--- src/rtl/alu_driver.sv ---
// alu_driver
//   Command-side initiator for an external combinational 4-bit alu.
//   A command accepted on the cmd channel is held in holding registers that
//   drive the alu continuously; the alu result is registered one cycle later
//   and returned, tagged, on the rsp channel. Completed response handshakes
//   are counted in done_cnt (wraps at 256).
//
//   Ports:
//     clk      in   single clock, rising edge
//     rst      in   asynchronous active-high reset
//     bus      slave modport of alu_driver_if (cmd_* / rsp_* handshakes)
//     alu_a    out  operand A to alu
//     alu_b    out  operand B to alu
//     alu_op   out  opcode to alu (alu_pkg::opcode_e encoding)
//     alu_y    in   alu result, combinational from alu_a/alu_b/alu_op
//     done_cnt out  number of completed response handshakes
//     err      out  sticky result-mismatch flag
//
//   Configuration macro: ALU_DRV_CHECK_EN
//     defined   : a reference model checks alu_y at the capture edge and
//                 sets err on mismatch (sticky until rst)
//     undefined : no checker is built and err is tied to 0

package alu_pkg;

  typedef enum logic [1:0] {
    OP_ADD = 2'd0,
    OP_SUB = 2'd1,
    OP_MUL = 2'd2,
    OP_XOR = 2'd3
  } opcode_e;

endpackage

module alu_driver
  import alu_pkg::*;
#(
  parameter int TAG_W = 2
) (
  input  logic         clk,
  input  logic         rst,
  alu_driver_if.slave  bus,
  output logic [3:0]   alu_a,
  output logic [3:0]   alu_b,
  output logic [1:0]   alu_op,
  input  logic [3:0]   alu_y,
  output logic [7:0]   done_cnt,
  output logic         err
);

  typedef enum logic [1:0] {
    ST_IDLE  = 2'd0,
    ST_ISSUE = 2'd1,
    ST_RESP  = 2'd2
  } state_e;

  state_e           state;
  state_e           state_next;

  opcode_e          hold_op;
  logic [3:0]       hold_a;
  logic [3:0]       hold_b;
  logic [TAG_W-1:0] hold_tag;

  logic [3:0]       rsp_y_q;
  logic [TAG_W-1:0] rsp_tag_q;
  opcode_e          rsp_op_q;
  logic [7:0]       done_cnt_q;

  logic             cmd_fire;
  logic             rsp_fire;
  logic             capture;

  // Handshake qualifiers; cmd_ready and rsp_valid are pure decodes of the
  // registered state, so neither depends combinationally on the other side.
  assign cmd_fire = bus.cmd_valid && bus.cmd_ready;
  assign rsp_fire = bus.rsp_valid && bus.rsp_ready;
  assign capture  = (state == ST_ISSUE);

  // State register
  always_ff @(posedge clk or posedge rst) begin
    if (rst) begin
      state <= ST_IDLE;
    end else begin
      state <= state_next;
    end
  end

  // Next-state logic
  always_comb begin
    state_next = state;
    case (state)
      ST_IDLE: begin
        if (cmd_fire) begin
          state_next = ST_ISSUE;
        end
      end
      ST_ISSUE: begin
        state_next = ST_RESP;
      end
      ST_RESP: begin
        if (rsp_fire) begin
          state_next = ST_IDLE;
        end
      end
      default: begin
        state_next = ST_IDLE;
      end
    endcase
  end

  // Output decode
  always_comb begin
    bus.cmd_ready = 1'b0;
    bus.rsp_valid = 1'b0;
    case (state)
      ST_IDLE:  bus.cmd_ready = 1'b1;
      ST_RESP:  bus.rsp_valid = 1'b1;
      default: begin
        bus.cmd_ready = 1'b0;
        bus.rsp_valid = 1'b0;
      end
    endcase
  end

  // Holding registers only load on an accepted command, so the alu inputs
  // stay stable for the whole command and remain valid afterwards.
  always_ff @(posedge clk or posedge rst) begin
    if (rst) begin
      hold_op  <= OP_ADD;
      hold_a   <= '0;
      hold_b   <= '0;
      hold_tag <= '0;
    end else if (cmd_fire) begin
      hold_op  <= opcode_e'(bus.cmd_op);
      hold_a   <= bus.cmd_a;
      hold_b   <= bus.cmd_b;
      hold_tag <= bus.cmd_tag;
    end
  end

  // Response payload is captured at the end of ISSUE and then held
  // untouched through any amount of backpressure in RESP.
  always_ff @(posedge clk or posedge rst) begin
    if (rst) begin
      rsp_y_q   <= '0;
      rsp_tag_q <= '0;
      rsp_op_q  <= OP_ADD;
    end else if (capture) begin
      rsp_y_q   <= alu_y;
      rsp_tag_q <= hold_tag;
      rsp_op_q  <= hold_op;
    end
  end

  // Completion counter, wraps naturally from 255 to 0
  always_ff @(posedge clk or posedge rst) begin
    if (rst) begin
      done_cnt_q <= '0;
    end else if (rsp_fire) begin
      done_cnt_q <= done_cnt_q + 8'd1;
    end
  end

  assign alu_a       = hold_a;
  assign alu_b       = hold_b;
  assign alu_op      = hold_op;

  assign bus.rsp_y   = rsp_y_q;
  assign bus.rsp_tag = rsp_tag_q;
  assign bus.rsp_op  = rsp_op_q;
  assign done_cnt    = done_cnt_q;

`ifdef ALU_DRV_CHECK_EN

  logic [3:0] ref_y;
  logic       err_q;

  // Independent reference of the alu, computed from the holding registers
  // so it sees exactly the operands the alu is being driven with.
  always_comb begin
    ref_y = '0;
    case (hold_op)
      OP_ADD:  ref_y = hold_a + hold_b;
      OP_SUB:  ref_y = hold_a - hold_b;
      OP_MUL:  ref_y = hold_a * hold_b;
      OP_XOR:  ref_y = hold_a ^ hold_b;
      default: ref_y = '0;
    endcase
  end

  // Sticky mismatch flag; the response still carries the real alu_y
  always_ff @(posedge clk or posedge rst) begin
    if (rst) begin
      err_q <= 1'b0;
    end else if (capture && (alu_y != ref_y)) begin
      err_q <= 1'b1;
    end
  end

  assign err = err_q;

`else

  assign err = 1'b0;

`endif

endmodule

--- src/rtl/alu_driver_if.sv ---
// alu_driver_if
//   Command and response handshake bundle for alu_driver.
//   master : command source / response consumer (drives cmd_*, rsp_ready)
//   slave  : alu_driver (drives cmd_ready, rsp_valid, rsp_y, rsp_tag, rsp_op)
//   Parameter TAG_W sets the width of the opaque request tag.
//   cmd_op and rsp_op carry the alu_pkg::opcode_e encoding as raw 2-bit
//   values, so this file does not depend on the package.

interface alu_driver_if #(
  parameter int TAG_W = 2
);

  // Command channel
  logic             cmd_valid;
  logic             cmd_ready;
  logic [1:0]       cmd_op;
  logic [3:0]       cmd_a;
  logic [3:0]       cmd_b;
  logic [TAG_W-1:0] cmd_tag;

  // Response channel
  logic             rsp_valid;
  logic             rsp_ready;
  logic [3:0]       rsp_y;
  logic [TAG_W-1:0] rsp_tag;
  logic [1:0]       rsp_op;

  modport master (
    output cmd_valid,
    output cmd_op,
    output cmd_a,
    output cmd_b,
    output cmd_tag,
    input  cmd_ready,
    input  rsp_valid,
    input  rsp_y,
    input  rsp_tag,
    input  rsp_op,
    output rsp_ready
  );

  modport slave (
    input  cmd_valid,
    input  cmd_op,
    input  cmd_a,
    input  cmd_b,
    input  cmd_tag,
    output cmd_ready,
    output rsp_valid,
    output rsp_y,
    output rsp_tag,
    output rsp_op,
    input  rsp_ready
  );

endinterface

--- src/flat_wrapper.sv ---
// flat-port wrapper written by rule: the top's interface ports become plain ports
module alu_driver_flat import alu_pkg::*;
#(
  parameter int TAG_W = 2
)
  (clk, rst, alu_a, alu_b, alu_op, alu_y, done_cnt, err, bus_cmd_valid, bus_cmd_op, bus_cmd_a, bus_cmd_b, bus_cmd_tag, bus_cmd_ready, bus_rsp_valid, bus_rsp_y, bus_rsp_tag, bus_rsp_op, bus_rsp_ready);
  alu_driver_if #(.TAG_W(TAG_W)) bus_i ();
  input  logic clk;
  input  logic rst;
  output logic [3:0] alu_a;
  output logic [3:0] alu_b;
  output logic [1:0] alu_op;
  input  logic [3:0] alu_y;
  output logic [7:0] done_cnt;
  output logic err;
  input wire logic [$bits(bus_i.cmd_valid)-1:0] bus_cmd_valid;
  input wire logic [$bits(bus_i.cmd_op)-1:0] bus_cmd_op;
  input wire logic [$bits(bus_i.cmd_a)-1:0] bus_cmd_a;
  input wire logic [$bits(bus_i.cmd_b)-1:0] bus_cmd_b;
  input wire logic [$bits(bus_i.cmd_tag)-1:0] bus_cmd_tag;
  output wire logic [$bits(bus_i.cmd_ready)-1:0] bus_cmd_ready;
  output wire logic [$bits(bus_i.rsp_valid)-1:0] bus_rsp_valid;
  output wire logic [$bits(bus_i.rsp_y)-1:0] bus_rsp_y;
  output wire logic [$bits(bus_i.rsp_tag)-1:0] bus_rsp_tag;
  output wire logic [$bits(bus_i.rsp_op)-1:0] bus_rsp_op;
  input wire logic [$bits(bus_i.rsp_ready)-1:0] bus_rsp_ready;
  assign bus_i.cmd_valid = bus_cmd_valid;
  assign bus_i.cmd_op = bus_cmd_op;
  assign bus_i.cmd_a = bus_cmd_a;
  assign bus_i.cmd_b = bus_cmd_b;
  assign bus_i.cmd_tag = bus_cmd_tag;
  assign bus_cmd_ready = bus_i.cmd_ready;
  assign bus_rsp_valid = bus_i.rsp_valid;
  assign bus_rsp_y = bus_i.rsp_y;
  assign bus_rsp_tag = bus_i.rsp_tag;
  assign bus_rsp_op = bus_i.rsp_op;
  assign bus_i.rsp_ready = bus_rsp_ready;
  alu_driver #(.TAG_W(TAG_W)) u_core (.clk(clk), .rst(rst), .bus(bus_i), .alu_a(alu_a), .alu_b(alu_b), .alu_op(alu_op), .alu_y(alu_y), .done_cnt(done_cnt), .err(err));
endmodule
--- config.mk ---
export PLATFORM = sky130hd
export DESIGN_NAME = alu_driver_flat
export DESIGN_NICKNAME = d
export VERILOG_FILES = /design/src/rtl/alu_driver.sv /design/src/rtl/alu_driver_if.sv /design/src/flat_wrapper.sv
export SDC_FILE = /design/constraint.sdc
export NUM_CORES = 1
export LEC_CHECK = 0
export ABC_AREA = 1
export BUFFER_PORTS_ARGS = -buffer_cell sky130_fd_sc_hd__buf_2
export CAP_MARGIN = 30
export CORE_UTILIZATION = 50
export DETAILED_ROUTE_END_ITERATION = 16
export PLACE_DENSITY = 0.81
export SYNTH_ARGS = -nofsm -noshare
export SYNTH_HDL_FRONTEND = slang
export SYNTH_SLANG_ARGS = --single-unit
--- constraint.sdc ---
create_clock -name clk -period 3 [get_ports clk]
set_input_delay 0.15 -clock clk [delete_from_list [all_inputs] [get_ports clk]]
set_output_delay 0.15 -clock clk [all_outputs]
set_load 0.02 [all_outputs]
==> impl_metrics.sql, run 1 <==
INSERT INTO impl_metrics (metric_group, metric, value, unit) VALUES
('clock_tree', 'clock_tree.htree_level_count', '2', ''),
('detailed_routing', 'routed_wl', '2528', 'um'),
('die', 'die_height', '52.92', 'um'),
('yosys', 'synth-seq-area-share', '0.5792', ''),
('detailed_routing', 'via_per_inst', '4.843', ''),
('setup_path', 'worstRegToRegCells', '6', ''),
('detailed_routing', 'drt_iter0_drc', '21', ''),
('sta', 'setup_total_negative_slack', '0', 'ps'),
('yosys', 'synth_top_area_cell', 'dfrtp_1', ''),
('yosys', 'postSynthCellCount', '133', ''),
('sta', 'hold_violations', '0', ''),
('power', 'p_total', '1.695', 'mW'),
('grt', 'grt_start_max_net_pins', '19', ''),
('power', 'ir_worst_vdd', '632.7', 'uV'),
('grt', 'grt_pass1_vias', '919', ''),
('detailed_routing', 'detailedRoute.firstPassIterationCount', '4', ''),
('setup_path', 'crit_required', '2850', 'ps'),
('cells_and_area', 'layout_common_cells', 'nand2_1, buf_2, dfrtp_1, inv_1, o21ai_0', ''),
('placement', 'hpwl', '1845', 'um'),
('flow_run', 'drv.max_cap_violation_count', '0', ''),
('sta', 'final_max_slew_viol_count', '0', ''),
('grt', 'global_route.usage.total', '0.2053', ''),
('setup_path', 'worstSetupPathType', 'flip-flop to output port', ''),
('outcome', 'status', 'finished, final reports clean', ''),
('yosys', 'synth_largest_type_area_fraction', '0.5792', ''),
('grt', 'grtUsageMet3', '0.08908', ''),
('power', 'power_leakage', '0.9201', 'nW'),
('clock_tree', 'clk_pin_slew_worst_paths', '90', 'ps'),
('sta', 'timing_worst_slew_pin_value', '571.7', 'ps'),
('die', 'row_count', '18', ''),
('cells_and_area', 'insertedDiodeCount', '0', ''),
('die', 'floorplan.die.width', '52.92', 'um'),
('grt', 'grtUsageMet2', '0.3291', ''),
('yosys', 'postSynthNetCount', '154', ''),
('clock_tree', 'clockRootBuffer', 'clkbuf_4', ''),
('placement', 'portBuffers', '47', ''),
('detailed_routing', 'via_count', '1051', ''),
('yosys', 'syn-cell-area', '1296', 'um2'),
('placement', 'dp_cells', '208', ''),
('clock_tree', 'clock_path_buffers', '2', ''),
('placement', 'finalWeightedCongestion', '0.6923', ''),
('min_path', 'class_of_the_tightest_hold_or_removal_check', 'primary input to flip-flop', ''),
('sta', 'finalSetupViolCount', '0', ''),
('cells_and_area', 'area_growth_syn_to_layout', '27.03', '%'),
('grt', 'globalRouteMet1Util', '0.2415', ''),
('detailed_routing', 'wire_per_inst', '11.65', 'um'),
('clock_tree', 'cts_setup_buffers', '0', ''),
('detailed_routing', 'ant_nets', '0', ''),
('grt', 'most_crowded_layer_gr', 'met2', ''),
('clock_tree', 'clock_sinks', '30', ''),
('setup_path', 'critical_path_peak_fanout', '4', ''),
('sta', 'post-route-period-util', '0.4424', ''),
('detailed_routing', 'drc_errors', '0', ''),
('grt', 'grt-ovfl-total', '0', ''),
('yosys', 'synthesis.area_per_instance', '9.746', 'um2'),
('clock_tree', 'worst_skew_pair.late_latency', '330', 'ps'),
('yosys', 'synth_top_cells_by_area', 'dfrtp_1, nand2_1, mux2_4', ''),
('sta', 'grt_setup_unrepaired', 'false', ''),
('cells_and_area', 'count_of_placed_standard_cells_in_the_final_layout_fillers_left_out', '217', ''),
('power', 'power.density', '1029', 'nW/um2'),
('cells_and_area', 'final_common_cell', 'nand2_1', ''),
('clock_tree', 'cts_tree', 'yes', ''),
('sta', 'timing.max_slew.rel_slack', '0.6184', ''),
('die', 'io-pin-count', '49', ''),
('clock_tree', 'tritoncts.num_buffers', '5', ''),
('yosys', 'yosys_warnings', '0', ''),
('setup_path', 'critPathCaptureType', 'output port', ''),
('sta', 'period_needed', '1327', 'ps'),
('setup_path', 'critical_path.startpoint_type', 'flip-flop', ''),
('cells_and_area', 'drive_gt1_frac', '0.3797', ''),
('min_path', 'hold_path_depth', '3', ''),
('sta', 'fin_skew', '7.429', 'ps'),
('setup_path', 'arr_time_crit_path', '1180', 'ps'),
('die', 'initial_cell_density_of_the_core', '0.5280', ''),
('yosys', 'ys_ff_latch', '30', ''),
('grt', 'antenna_violations_before_repair', '0', ''),
('die', 'die-area', '2800', 'um2'),
('die', 'core_area', '2455', 'um2'),
('cells_and_area', 'final_net_count', '207', ''),
('sta', 'clock.fmax', '0.7535', 'GHz'),
('grt', 'global_route_wire_length_before_repair', '3946', 'um'),
('yosys', 'yosysUniqueCellTypes', '22', '');
-- final timing paths --
path	start	to	slack [ps]
worst max-delay path	u_core.state[0]	bus_cmd_ready	1670
worst min-delay path	bus_cmd_b[2]	u_core.alu_b[2]	9
worst max register to register	u_core.done_cnt[0]	u_core.done_cnt[6]	1760
worst min register to register	u_core.alu_a[1]	u_core.alu_a[1]	490
max in group asynchronous	rst	u_core.bus.rsp_y[1]	2110
min in group asynchronous	rst	u_core.alu_a[0]	400
-- sequential cells by signal (all words and copies together) (netlist names) --
signal / cells
u_core.done_cnt: 8
u_core.alu_a: 4
u_core.hold_tag: 2
u_core.state: 2
u_core.bus.rsp_op: 2
u_core.bus.rsp_tag: 2
u_core.alu_b: 4
u_core.bus.rsp_y: 4
u_core.alu_op: 2
-- per-stage QoR --
stage	utilization	setup slack [ps]	cell area, um2	hold slack [ps]
detailed placement	0.6346	1791	1558	224.7
global route	0.6707	1600	1647	5.424
finish	0.6707	1673	1647	9.135
floorplan	-	1744	1296	240.8
CTS	0.6707	1661	1647	0.6450
global placement	0.6233	1859	1530	343.4
-- metal layers --
metal	vias to the layer above	wire (um)
li1	509	-
met1	483	1085
met2	52	1193
met3	7	211
met4	0	37
met5	-	0
-- report_power, final --
group	leakage (nW)	internal [mW]	switching, mW
sequential	0.371	0.571	0.124
clock	0.0446	0.160	0.137
combinational	0.504	0.262	0.440
total	0.920	0.993	0.702
-- kinds of logic (layout without fill, tap and decap cells) --
kind of cell	count (synthesis)	count (layout)	share of synthesized area
xor+xnor	4	4	0.02703
buf+inv	18	72	0.07722
compound gates	7	7	0.02702
simple gates	67	67	0.2249
other cells	1	1	0.002893
flops	30	30	0.5792
fa+ha+maj	1	1	0.009651
mux	5	5	0.05212
-- synth_stat cells --
library cell  count
buf_4             1
nand4_1           1
dfrtp_1          30
ha_1              1
nand3_1           5
mux2_2            2
xor2_1            2
inv_1            11
inv_2             3
o21ai_0           7
nor2_2            3
buf_6             1
nand2_4           1
nand2_2           1
nand2_1          52
conb_1            1
mux2_4            3
nand3_4           1
buf_12            1
xnor2_1           2
nor2_1            3
inv_6             1
-- cell type report --
type	instances	area (um2)
fillers	202	808.3
flip-flops and latches	30	750.7
multi-input cells	85	445.4
repair buffers	49	272.8
clock buffers	8	78.83
inverters	15	61.31
well taps	30	37.54
-- critical path: stages (launching register included) --
cell and delay (ps):
dfrtp_1 440, nor2_2 210, buf_2 210
-- what timing repair did --
item | in CTS | in global routing
setup endpoints to repair | 0 | 0
hold buffers | 1 | 0
gates resized for setup | 0 | 0
endpoints found under the hold margin | 12 | 0
No activity file was read; power rests on OpenSTA's default activity.
==> inputs of run 2 (changes only) <==
- CORE_UTILIZATION: 50 -> 43
- PLACE_DENSITY: 0.81 -> 0.74
- clock period: 3 -> 1.1 ns (I/O delays scaled with it)
==> run 2 against run 1 <==
Net effect:
- the run now ends with DRC, setup timing left
- clock power grew to 2.9 times the previous value
- register-to-register slack worse by 1800 ps
- clock skew is 1.8 ps higher
- routed wire length is 18% higher
- first-iteration DRC count is 4.8% higher
- core utilization is 5.1 points higher
- hold slack better by 78 ps
- non-clock buffer count is 25 higher
- via count is 8.3% higher
- combinational power grew to 3.6 times the previous value
==> impl_metrics.sql, run 2 (synthesis results as in run 1) <==
INSERT INTO impl_metrics (metric_group, metric, value, unit) VALUES
('grt', 'antenna_violations_before_repair', '0', ''),
('die', 'die-area', '3238', 'um2'),
('placement', 'portBuffers', '47', ''),
('die', 'initial_cell_density_of_the_core', '0.4621', ''),
('die', 'die_height', '56.91', 'um'),
('cells_and_area', 'final_net_count', '232', ''),
('min_path', 'worstHoldStart', 'bus_cmd_valid', ''),
('clock_tree', 'clock_sinks', '30', ''),
('cells_and_area', 'multiInputGateArea', '556.8', 'um2'),
('setup_path', 'critical_path.startpoint_type', 'flip-flop', ''),
('power', 'ir_worst_vdd', '1594', 'uV'),
('grt', 'global_route.usage.total', '0.2109', ''),
('min_path', 'class_of_the_tightest_hold_or_removal_check', 'primary input to flip-flop', ''),
('sta', 'finalSetupViolCount', '12', ''),
('setup_path', 'crit_required', '1300', 'ps'),
('setup_path', 'arr_time_crit_path', '1340', 'ps'),
('setup_path', 'critPathCaptureType', 'flip-flop', ''),
('cells_and_area', 'layout.core_utilization', '0.7217', ''),
('sta', 'clock.fmax', '0.8786', 'GHz'),
('sta', 'timing.hold.ws', '87.33', 'ps'),
('cells_and_area', 'drive_gt1_frac', '0.4764', ''),
('setup_path', 'critical_path_peak_fanout', '6', ''),
('clock_tree', 'cts_tree', 'yes', ''),
('die', 'io-pin-count', '49', ''),
('sta', 'fin_skew', '9.246', 'ps'),
('sta', 'finalWorstSetupSlack', '-38.12', 'ps'),
('sta', 'grt_setup_unrepaired', 'true', ''),
('power', 'power.density', '2626', 'nW/um2'),
('clock_tree', 'clockRootBuffer', 'clkbuf_4', ''),
('detailed_routing', 'drc_errors', '2', ''),
('cells_and_area', 'area_growth_syn_to_layout', '56.18', '%'),
('grt', 'global_route_wire_length_before_repair', '5085', 'um'),
('detailed_routing', 'via_count', '1138', ''),
('clock_tree', 'worst_skew_pair.late_latency', '320', 'ps'),
('power', 'power_leakage', '1.071', 'nW'),
('clock_tree', 'clock_path_buffers', '2', ''),
('detailed_routing', 'routed_wl', '2978', 'um'),
('setup_path', 'startpoint', 'u_core.state[1]', ''),
('die', 'row_count', '19', ''),
('sta', 'period_needed', '1138', 'ps'),
('detailed_routing', 'via_per_inst', '4.683', ''),
('clock_tree', 'tritoncts.num_buffers', '5', ''),
('clock_tree', 'clk_pin_slew_worst_paths', '100', 'ps'),
('cells_and_area', 'register_area', '758.2', 'um2'),
('outcome', 'failed_checks', 'DRC, setup timing', ''),
('detailed_routing', 'wire_per_inst', '12.26', 'um'),
('sta', 'final_max_slew_viol_count', '0', ''),
('grt', 'grt_pass1_vias', '1097', ''),
('grt', 'grt_start_max_net_pins', '31', ''),
('cells_and_area', 'count_of_placed_standard_cells_in_the_final_layout_fillers_left_out', '243', ''),
('grt', 'grt-ovfl-total', '0', ''),
('sta', 'post-route-period-util', '1.035', ''),
('die', 'core_area', '2805', 'um2'),
('placement', 'dp_cells', '211', ''),
('clock_tree', 'clock_tree.htree_level_count', '2', ''),
('detailed_routing', 'detailedRoute.firstPassIterationCount', '10', ''),
('placement', 'hpwl', '1897', 'um'),
('cells_and_area', 'insertedDiodeCount', '0', ''),
('cells_and_area', 'largest_reg_flops', '8', ''),
('sta', 'hold_violations', '0', ''),
('detailed_routing', 'drt_iter0_drc', '22', ''),
('setup_path', 'r2r_start', 'u_core.state[1]', ''),
('placement', 'finalWeightedCongestion', '0.7551', ''),
('detailed_routing', 'ant_nets', '0', ''),
('cells_and_area', 'layout_common_cells', 'nand2_1, buf_2, dfrtp_1, dlygate4sd3_1, inv_1', ''),
('die', 'floorplan.die.width', '56.91', 'um'),
('cells_and_area', 'filler_cell_count', '207', ''),
('setup_path', 'worstSetupPathType', 'flip-flop to flip-flop', ''),
('outcome', 'status', 'finished, violations left', ''),
('placement', 'preCtsSetupSlack', '-27.25', 'ps'),
('flow_run', 'drv.max_cap_violation_count', '0', '');
-- run 2: cell count changes in the layout (fill, tap and decap cells not counted), sizes merged --
cell,change
inv,-1
bufinv,+1
clkbuf,-3
dlygate4sd3,+17
clkinv,+3
buf,+8
-- run 2: critical path: stages, from the launching register on --
cell	delay [ps]
dfrtp_2	430
inv_2	70
nand2_2	160
mux2_2	360
-- run 2: metal layers --
layer	global-route usage	part of all wire	vias up	routed length, um
met2	0.3378	0.53	34	1585
met3	0.06912	0.043	2	129
met5	0	0	-	0
met1	0.2692	0.42	540	1244
li1	-	-	562	-
met4	0.07317	0.0060	0	18
-- run 2: timing repair --
action,CTS,global route
hold buffers,18,0
endpoints found under the hold margin,47,0
endpoints found under the setup margin,7,29
resized for setup,9,27
pin swaps,5,14
setup buffers,2,4
-- run 2: per-stage QoR --
step                area, um2  power [mW]  TNS (ps)
floorplan                1328       3.331    -4.798
global placement         1585       3.886         0
detailed placement       1585       3.958    -33.13
CTS                      1889       5.007    -160.5
global route             2024       5.656     -1361
finish                   2024       5.315    -245.4
-- run 2: power by group --
group / total [mW] / internal [mW] / switching, mW
Sequential: 1.97 / 1.58 / 0.391
Combinational: 2.50 / 1.08 / 1.41
Clock: 0.849 / 0.470 / 0.379
-- run 2: final cells by class --
| cell class | instances | area share |
|---|---|---|
| Clock inverter | 3 | 0.01978 |
| Clock buffer | 5 | 0.01854 |
| Multi-Input combinational cell | 85 | 0.2750 |
| Tap cell | 31 | 0.01916 |
| Timing Repair Buffer | 74 | 0.2577 |
| Sequential cell | 30 | 0.3745 |
| Inverter | 15 | 0.03523 |
-- run 2: worst paths after layout --
kind                       depth (start not counted)  slack, ps                  end
max reg2reg                                        3        -40  u_core.bus.rsp_y[2]
min reg2reg                                        2        490      u_core.alu_b[0]
max                                                3        -40  u_core.bus.rsp_y[2]
max in group asynchronous                          4        420   u_core.done_cnt[1]
min                                                3         90      u_core.state[0]
min in group asynchronous                          4        360      u_core.alu_b[0]
==> inputs of run 3 (changes only) <==
- CORE_ASPECT_RATIO: unset -> 0.75
==> run 3 against run 2 <==
Net effect:
- the flow finishes with violations (setup timing)
- non-clock buffer count down 11
- count of clock-buffer cells in the layout up 3
- setup slack better by 21 ps
- clock power down 2%
- critical endpoint is now u_core.done_cnt[7]
==> impl_metrics.sql, run 3 (synthesis results as in run 1) <==
INSERT INTO impl_metrics (metric_group, metric, value, unit) VALUES
('outcome', 'status', 'finished, violations left', ''),
('outcome', 'failed_checks', 'setup timing', ''),
('detailed_routing', 'met3RoutedLength', '145', 'um'),
('grt', 'grt_start_max_net_pins', '31', ''),
('cells_and_area', 'count_of_placed_standard_cells_in_the_final_layout_fillers_left_out', '238', ''),
('cells_and_area', 'largest_reg_flops', '8', ''),
('clock_tree', 'clockRootBuffer', 'clkbuf_8', ''),
('sta', 'period_needed', '1118', 'ps'),
('die', 'floorplan.die.width', '65.40', 'um'),
('placement', 'finalWeightedCongestion', '0.7730', ''),
('min_path', 'hold_path_depth', '3', ''),
('cells_and_area', 'final_common_cell', 'nand2_1', ''),
('clock_tree', 'worst_skew_pair.late_latency', '280', 'ps'),
('sta', 'fin_skew', '6.587', 'ps'),
('die', 'core_area', '2743', 'um2'),
('grt', 'antenna_violations_before_repair', '0', ''),
('die', 'row_count', '16', ''),
('setup_path', 'crit_required', '1270', 'ps'),
('flow_run', 'drv.max_cap_violation_count', '0', ''),
('sta', 'timing.hold.ws', '0.1723', 'ps'),
('power', 'p_total', '5.010', 'mW'),
('cells_and_area', 'layout_common_cells', 'nand2_1, buf_2, dfrtp_1, inv_1, dlygate4sd3_1', ''),
('setup_path', 'critical_path_peak_fanout', '6', ''),
('detailed_routing', 'wire_per_inst', '12.27', 'um'),
('detailed_routing', 'ant_nets', '0', ''),
('setup_path', 'critical_path.startpoint_type', 'flip-flop', ''),
('clock_tree', 'clk_pin_slew_worst_paths', '60', 'ps'),
('detailed_routing', 'routed-wl-met2', '1533', 'um'),
('cells_and_area', 'filler_cell_count', '227', ''),
('placement', 'placedInstanceArea', '1592', 'um2'),
('detailed_routing', 'via_count', '1126', ''),
('clock_tree', 'clock_sinks', '30', ''),
('grt', 'global_route.usage.total', '0.1939', ''),
('min_path', 'class_of_the_tightest_hold_or_removal_check', 'primary input to flip-flop', ''),
('die', 'die-area', '3241', 'um2'),
('cells_and_area', 'drive_gt1_frac', '0.4059', ''),
('cells_and_area', 'insertedDiodeCount', '0', ''),
('detailed_routing', 'drc_errors', '0', ''),
('die', 'initial_cell_density_of_the_core', '0.4726', ''),
('setup_path', 'critPathCaptureType', 'flip-flop', ''),
('sta', 'hold_violations', '0', ''),
('setup_path', 'worst_path_dominant_cell_family', 'simple AND/OR/NAND/NOR gates', ''),
('sta', 'final_max_slew_viol_count', '0', ''),
('power', 'power.density', '2709', 'nW/um2'),
('clock_tree', 'clock_tree.htree_level_count', '2', ''),
('grt', 'grt-ovfl-total', '0', ''),
('setup_path', 'worstSetupPathType', 'flip-flop to flip-flop', ''),
('placement', 'hpwl', '1972', 'um'),
('setup_path', 'cpPeakStageDelay', '450', 'ps'),
('sta', 'grt_setup_unrepaired', 'true', ''),
('detailed_routing', 'via_per_inst', '4.731', ''),
('clock_tree', 'cts_tree', 'yes', ''),
('grt', 'global_route_wire_length_before_repair', '4664', 'um'),
('die', 'die_height', '49.55', 'um'),
('cells_and_area', 'final_net_count', '222', ''),
('setup_path', 'cp_slowest_cell', 'dfrtp_2', ''),
('setup_path', 'worstRegToRegCells', '6', ''),
('die', 'io-pin-count', '49', ''),
('detailed_routing', 'drt_iter0_drc', '77', ''),
('setup_path', 'arr_time_crit_path', '1290', 'ps'),
('sta', 'post-route-period-util', '1.016', ''),
('setup_path', 'cp.buffers_inverters', '1', ''),
('cells_and_area', 'multiInputGateArea', '504.2', 'um2'),
('placement', 'dp_cells', '216', ''),
('detailed_routing', 'met1Wirelength', '1210', 'um'),
('placement', 'portBuffers', '47', ''),
('sta', 'finalWorstSetupSlack', '-17.56', 'ps'),
('sta', 'clock.fmax', '0.8948', 'GHz'),
('setup_path', 'path_depth', '6', ''),
('power', 'ir_worst_vdd', '1352', 'uV'),
('setup_path', 'critPathMostFrequentCell', 'nand2_1', ''),
('detailed_routing', 'routed_wl', '2921', 'um'),
('clock_tree', 'clock_path_buffers', '2', ''),
('cells_and_area', 'area_growth_syn_to_layout', '42.66', '%'),
('detailed_routing', 'route.top_layer_used', 'met4', ''),
('cells_and_area', 'register_area', '755.7', 'um2'),
('clock_tree', 'tritoncts.num_buffers', '5', ''),
('grt', 'grt_pass1_vias', '1115', ''),
('power', 'power_leakage', '0.9851', 'nW'),
('sta', 'setup_total_negative_slack', '-50.39', 'ps'),
('sta', 'finalSetupViolCount', '4', ''),
('cells_and_area', 'fin_area', '1849', 'um2'),
('detailed_routing', 'detailedRoute.firstPassIterationCount', '4', ''),
('setup_path', 'crit_chain', 'inv_2 > nand3_4 > nor2_4 > nand3_2 > nand2_1 > nand2_1', '');
-- run 3: changes by cell type in the layout (fill, tap and decap cells not counted), sizes merged --
cell / change
clkinv: -2
bufinv: -1
nand2: +1
dlygate4sd3: -7
buf: -4
clkbuf: +3
-- run 3: stage by stage --
stage	setup WS [ps]	util
detailed placement	-34.99	0.5803
floorplan	-1.599	-
CTS	-14.62	0.6542
global placement	14.03	0.5803
finish	-17.56	0.6743
global route	-108.1	0.6743
-- run 3: worst paths after layout --
kind | startpoint | to | slack (ps)
max | u_core.state[0] | u_core.done_cnt[7] | -20
min | bus_cmd_b[3] | u_core.alu_b[3] | 0.2
max reg2reg | u_core.state[0] | u_core.done_cnt[7] | -20
min reg2reg | u_core.alu_a[2] | u_core.alu_a[2] | 490
max in group asynchronous | rst | u_core.done_cnt[0] | 410
min in group asynchronous | rst | u_core.bus.rsp_y[0] | 390
-- run 3: layer usage --
layer | up-vias | GRT usage
li1 | 540 | -
met4 | 0 | 0.07246
met1 | 549 | 0.2191
met5 | - | 0
met2 | 32 | 0.3454
met3 | 5 | 0.05324
-- run 3: layout make-up --
class	instances	area share
Sequential cell	30	0.4087
Multi-Input combinational cell	86	0.2727
Timing Repair Buffer	63	0.2138
Clock buffer	8	0.04330
Inverter	15	0.03721
Tap cell	36	0.02436
-- run 3: worst reg2reg max path, stage by stage, from the launching register on --
cell,delay [ps]
dfrtp_2,450
inv_2,80
nand3_4,130
nor2_4,170
nand3_2,70
nand2_1,70
nand2_1,50
-- run 3: repair_timing --
item / CTS / global route
cloned: 0 / 1
endpoints found under the hold margin: 40 / 0
pin swaps: 0 / 4
buffers inserted: 0 / 2
resized for setup: 5 / 10
hold buffers: 11 / 0
setup endpoints to repair: 6 / 20
-- run 3: where the power goes --
| group | total, mW | switching, mW | internal, mW |
|---|---|---|---|
| sequential | 1.95 | 0.374 | 1.57 |
| combinational | 2.23 | 1.32 | 0.916 |
| clock | 0.830 | 0.382 | 0.448 |
| total | 5.01 | 2.07 | 2.94 |
